**config.mk**
```make
export PLATFORM = sky130hd
export DESIGN_NAME = rf_sb
export DESIGN_NICKNAME = d
export VERILOG_FILES = /design/src/rtl/rf_pkg.sv /design/src/rtl/rf_scoreboard.sv /design/src/rtl/rf_sb.sv
export SDC_FILE = /design/constraint.sdc
export NUM_CORES = 1
export LEC_CHECK = 0
export CAP_MARGIN = 20
export CORE_MARGIN = 5
export CORE_UTILIZATION = 59
export CTS_BUF_LIST = sky130_fd_sc_hd__clkbuf_8
export DETAILED_ROUTE_END_ITERATION = 16
export GPL_TIMING_DRIVEN = 0
export PLACE_DENSITY_LB_ADDON = 0.08
export SLEW_MARGIN = 30
export SYNTH_ARGS = -nofsm -noshare
export SYNTH_HDL_FRONTEND = slang
export SYNTH_SLANG_ARGS = --single-unit
```
**constraint.sdc**
```tcl
create_clock -name clk -period 3.6 [get_ports clk]
set_clock_uncertainty 0.2 [all_clocks]
set_input_delay 0.9 -clock clk [delete_from_list [all_inputs] [get_ports clk]]
set_output_delay 0.9 -clock clk [all_outputs]
set_load 0.005 [all_outputs]
```
**src/rtl/rf_pkg.sv**
```systemverilog
// Shared constants and helpers for the rf_sb register file and its scoreboard.
package rf_pkg;

  localparam int unsigned RF_NREGS   = 8;
  localparam int unsigned RF_WIDTH   = 16;
  localparam int unsigned RF_RST_VAL = 0;

  // Address width needed to index n registers.
  function automatic int unsigned rf_aw(input int unsigned n);
    return $clog2(n);
  endfunction

endpackage

```
**src/rtl/rf_scoreboard.sv**
```systemverilog
// Per-register busy bits for outstanding loads: set on issue, cleared on load return,
// with set-over-clear priority and double-issue detection.
module rf_scoreboard
  import rf_pkg::*;
#(
  parameter  int unsigned NREGS   = RF_NREGS,
  parameter  int unsigned ZERO_R0 = 0,
  localparam int unsigned AW      = rf_aw(NREGS)
) (
  input  logic          clk,
  input  logic          rst,
  input  logic          set_en,
  input  logic [AW-1:0] set_addr,
  input  logic          clr_en,
  input  logic [AW-1:0] clr_addr,
  input  logic [AW-1:0] ra,
  input  logic [AW-1:0] rb,
  input  logic [AW-1:0] rd,
  output logic          busy_a,
  output logic          busy_b,
  output logic          busy_d,
  output logic          dbl_issue
);

  logic [NREGS-1:0] busy;
  logic             set_eff;

  // Issues to a hardwired-zero r0 are ignored entirely.
  always_comb begin
    set_eff   = set_en && !((ZERO_R0 != 0) && (set_addr == '0));
    dbl_issue = set_eff && busy[set_addr] && !(clr_en && (clr_addr == set_addr));
  end

  // Set is applied after clear so an issue wins over a same-cycle load return.
  always_ff @(posedge clk) begin
    if (rst) begin
      busy <= '0;
    end else begin
      if (clr_en)  busy[clr_addr] <= 1'b0;
      if (set_eff) busy[set_addr] <= 1'b1;
    end
  end

  assign busy_a = busy[ra];
  assign busy_b = busy[rb];
  assign busy_d = busy[rd];

endmodule

```
**src/rtl/rf_sb.sv**
```systemverilog
// Multi-port register file with ALU and load-return write ports, busy scoreboard and
// sticky collision flag. Define RF_BYPASS_EN for same-cycle write-to-read forwarding.
module rf_sb
  import rf_pkg::*;
#(
  parameter  int unsigned NREGS   = RF_NREGS,
  parameter  int unsigned WIDTH   = RF_WIDTH,
  parameter  int unsigned ZERO_R0 = 0,
  localparam int unsigned AW      = rf_aw(NREGS)
) (
  input  logic             clk,
  input  logic             rst,
  input  logic [AW-1:0]    ra,
  input  logic [AW-1:0]    rb,
  input  logic [AW-1:0]    rd,
  output logic [WIDTH-1:0] opA,
  output logic [WIDTH-1:0] opB,
  output logic [WIDTH-1:0] opD,
  input  logic             we,
  input  logic [AW-1:0]    wa,
  input  logic [WIDTH-1:0] wdata,
  input  logic             lwe,
  input  logic [AW-1:0]    lwa,
  input  logic [WIDTH-1:0] ldata,
  input  logic             iss_valid,
  input  logic [AW-1:0]    iss_rd,
  output logic             busy_a,
  output logic             busy_b,
  output logic             busy_d,
  output logic             err_coll
);

  logic [WIDTH-1:0] mem [NREGS];
  logic             we_eff;
  logic             lwe_eff;
  logic             coll;
  logic             dbl_issue;
  logic [AW-1:0]    raddr [3];
  logic [WIDTH-1:0] rdata [3];
  logic [2:0]       busy_raw;
  logic [2:0]       busy_out;

  // Writes to a hardwired-zero r0 are dropped and never count as a collision.
  always_comb begin
    we_eff  = we  && !((ZERO_R0 != 0) && (wa  == '0));
    lwe_eff = lwe && !((ZERO_R0 != 0) && (lwa == '0));
    coll    = we_eff && lwe_eff && (wa == lwa);
  end

  // ALU write is applied last so it wins a same-address collision.
  always_ff @(posedge clk) begin
    if (rst) begin
      for (int i = 0; i < int'(NREGS); i++) mem[i] <= WIDTH'(RF_RST_VAL);
    end else begin
      if (lwe_eff) mem[lwa] <= ldata;
      if (we_eff)  mem[wa]  <= wdata;
    end
  end

  always_ff @(posedge clk) begin
    if (rst)                    err_coll <= 1'b0;
    else if (coll || dbl_issue) err_coll <= 1'b1;
  end

  rf_scoreboard #(
    .NREGS   (NREGS),
    .ZERO_R0 (ZERO_R0)
  ) u_sb (
    .clk       (clk),
    .rst       (rst),
    .set_en    (iss_valid),
    .set_addr  (iss_rd),
    .clr_en    (lwe_eff),
    .clr_addr  (lwa),
    .ra        (ra),
    .rb        (rb),
    .rd        (rd),
    .busy_a    (busy_raw[0]),
    .busy_b    (busy_raw[1]),
    .busy_d    (busy_raw[2]),
    .dbl_issue (dbl_issue)
  );

  assign raddr[0] = ra;
  assign raddr[1] = rb;
  assign raddr[2] = rd;

  // Read muxes, with optional forwarding of this cycle's write data.
  always_comb begin
    for (int p = 0; p < 3; p++) begin
      rdata[p]    = mem[raddr[p]];
      busy_out[p] = busy_raw[p];
`ifdef RF_BYPASS_EN
      if (we_eff && (wa == raddr[p]))         rdata[p] = wdata;
      else if (lwe_eff && (lwa == raddr[p]))  rdata[p] = ldata;
      if (lwe_eff && (lwa == raddr[p]) && !(iss_valid && (iss_rd == raddr[p])))
        busy_out[p] = 1'b0;
`endif
      if ((ZERO_R0 != 0) && (raddr[p] == '0)) rdata[p] = '0;
    end
  end

  assign opA    = rdata[0];
  assign opB    = rdata[1];
  assign opD    = rdata[2];
  assign busy_a = busy_out[0];
  assign busy_b = busy_out[1];
  assign busy_d = busy_out[2];

endmodule

```
==> metrics <==
TritonCTS Sinks=137; # IOs=107; TritonCTS Buffers=17; Period Utilization, post-route=101%; outcome=finished, violations left; reg2reg end=err_coll; Hold Path Cell Cnt=2; Via-to-Cell Ratio=7.67; failing checks=negative setup slack; slew margin rel.=30.2%; worst-path maximum fanout=16; gr usage total=33.3%; most frequent cells in the layout=a22o_1, edfxtp_1, mux4_2, mux2_2, clkdlybuf4s50_1; syn avg cell area=15.1 um2; WHS=312 ps; Clock transition at path regs=80 ps; root buffer selected by CTS=clkbuf_8; GR Overflow Total=0; pwr dens=399 mW/mm2; Skew-Pair Late Insertion Delay=460 ps; yosys synthesis warning count=0; #FFs+latches synth=137; DIE AREA=0.0178 mm2; max cap viols=0; Final Instance Area=0.0110 mm2; Pleak=0.00390 uW; Post-Syn Nets=649; post-route insts no fill=896; TritonRoute pass-1 iters=7; drt wl/cell=33.5 um; routability cong.=0.867; synthesized area=0.00897 mm2; Vias=6874; Fin. Hold Viols=0; first-pass GRT wire length=42.8 mm; DIE HEIGHT=133 um; row cnt=45; Final #Nets=750; met2 routed WL=14.2 mm; Worst Setup SP=wa[1]; DR iter-0 viols=880; Mapped Cells=594; largest net degree at the start of global routing=17; CTS max path bufs=2; Final Max Tran Viols=0; top routing layer in use=met4; DR DRC count=0; CTS tree=done; area grow syn2layout=22.1%; Setup WS pre-CTS=-783 ps; initial antenna violation count=0; Worst Setup Start Kind=input pin; Required @ worst endpoint=3490 ps; Worst-Margin Slew=1040 ps; final worst slack=-49.4 ps; Util after Layout=72.9%; # diodes=0; CP endpoint kind=flip-flop; Crit path arrival time=3540 ps; Worst Hold Class=reg2reg; ANT nets after route=0; Met3 Wirelength=4.21 mm; Port Buf Inserts=57; post-detail-place hpwl=18.7 mm; Die W=133 um; Core Area=0.0150 mm2; sequential share of the synthesized area=44.8%; endpoints failing setup=32; worst r2r src=u_sb.busy[4]; Setup Crit Path Kind=in2reg; layout cells sized above 1=39.5%; number of global-route vias before repair=6904; crit path time final=3650 ps; Max IR drop VDD=0.320 mV; R2R setup slack=2120 ps; maximum clock rate=274 MHz; H-tree depth=4; final wirelength=30.0 mm; Post-Place Cell Area=0.00978 mm2; Post-Route M1 WL=10.3 mm; placed insts=839; crit path to=mem[7][2]; worst r2r path cells=4; Yosys cell types=32; Initial Util=59.7%
-- cells in the mapped netlist (all sizes together) --
cell type,number,area (um2)
nand2b,2,12.5
xor2,2,17.5
nand3,4,20.0
or3b,1,8.76
nand3b,1,7.51
mux2i,2,20.0
nor2b,5,31.3
edfxtp,128,3840
a21oi,2,10.0
a32oi,4,35.0
nand2,14,52.6
a2bb2oi,1,8.76
buf,62,277
inv,1,3.75
mux2,51,574
nor3,10,113
a22o,128,1120
mux4,103,2320
nor2,25,124
a22oi,3,22.5
clkbuf,27,103
xnor2,4,35.0
nand4,4,25.0
dfxtp,9,180
a41oi,1,8.76
-- cell type report --
class,instances,area [um2]
sequential,137,4020
timing repair buffer,82,960
multi-input combinational,367,4580
inverter,1,3.75
buffer,89,711
fill,923,4070
clock inverter,15,208
tap,188,235
clock buffer,17,234
-- timing repair --
item,4_1_cts,5_1_grt
hold endpoints to repair,0,0
setup buffers,0,14
hold buffers,0,0
endpoints found under the setup margin,99,64
gates cloned,9,2
gates resized for setup,106,14
pin swaps,0,0
-- how the worst min path moves through the flow --
stage / start / endpoint / slack (ps)
after floorplan: u_sb.busy[7] / u_sb.busy[7] / 260
after global routing: u_sb.busy[7] / u_sb.busy[7] / 350
final: u_sb.busy[7] / u_sb.busy[7] / 310
after global placement: u_sb.busy[7] / u_sb.busy[7] / 290
after CTS: u_sb.busy[7] / u_sb.busy[7] / 320
after detailed placement: u_sb.busy[7] / u_sb.busy[7] / 300
-- layer usage --
metal | GRT usage (%) | vias to the layer above
li1 | - | 2723
met1 | 43.6 | 3431
met2 | 52.4 | 615
met3 | 10.1 | 105
met4 | 14.3 | 0
met5 | 0 | -
-- metrics by stage --
step | setup TNS [ps] | power (uW)
after CTS | -5.97 | 4320
after detailed placement | -103370 | 2860
after global routing | -2.36 | 4480
after global placement | -105010 | 2820
after floorplan | 0 | 2490
final | -1050 | 4370
-- sequential cells by signal, summed over array words and instances (netlist names) --
| signal | count |
|---|---|
| u_sb.busy | 8 |
| mem | 128 |
| err_coll | 1 |
-- where the power goes --
| part | total, uW | internal, uW | leakage, uW | switching, uW |
|---|---|---|---|---|
| sequential | 1960 | 1870 | 0.00132 | 88.6 |
| combinational | 973 | 553 | 0.00235 | 420 |
| clock | 1440 | 813 | 0.000221 | 627 |
| total | 4370 | 3240 | 0.00390 | 1140 |
-- kinds of logic (layout without fill, tap and decap cells) --
| group | Yosys count | after routing | synth area share, % |
|---|---|---|---|
| buffers and inverters | 90 | 204 | 4.27 |
| muxes | 156 | 156 | 32.5 |
| AOI/OAI and AO/OA | 139 | 139 | 13.4 |
| and+or+nand+nor | 66 | 66 | 4.39 |
| xor gates and xnor gates | 6 | 6 | 0.586 |
| DFF | 137 | 137 | 44.8 |
-- critical path: stages --
cell and delay [ps]:
clkdlybuf4s50_1 510, nand3b_1 260, nor2_2 550, clkbuf_1 700
nor2_1 120, nand2_2 490
(Power assumes the default switching activity.)
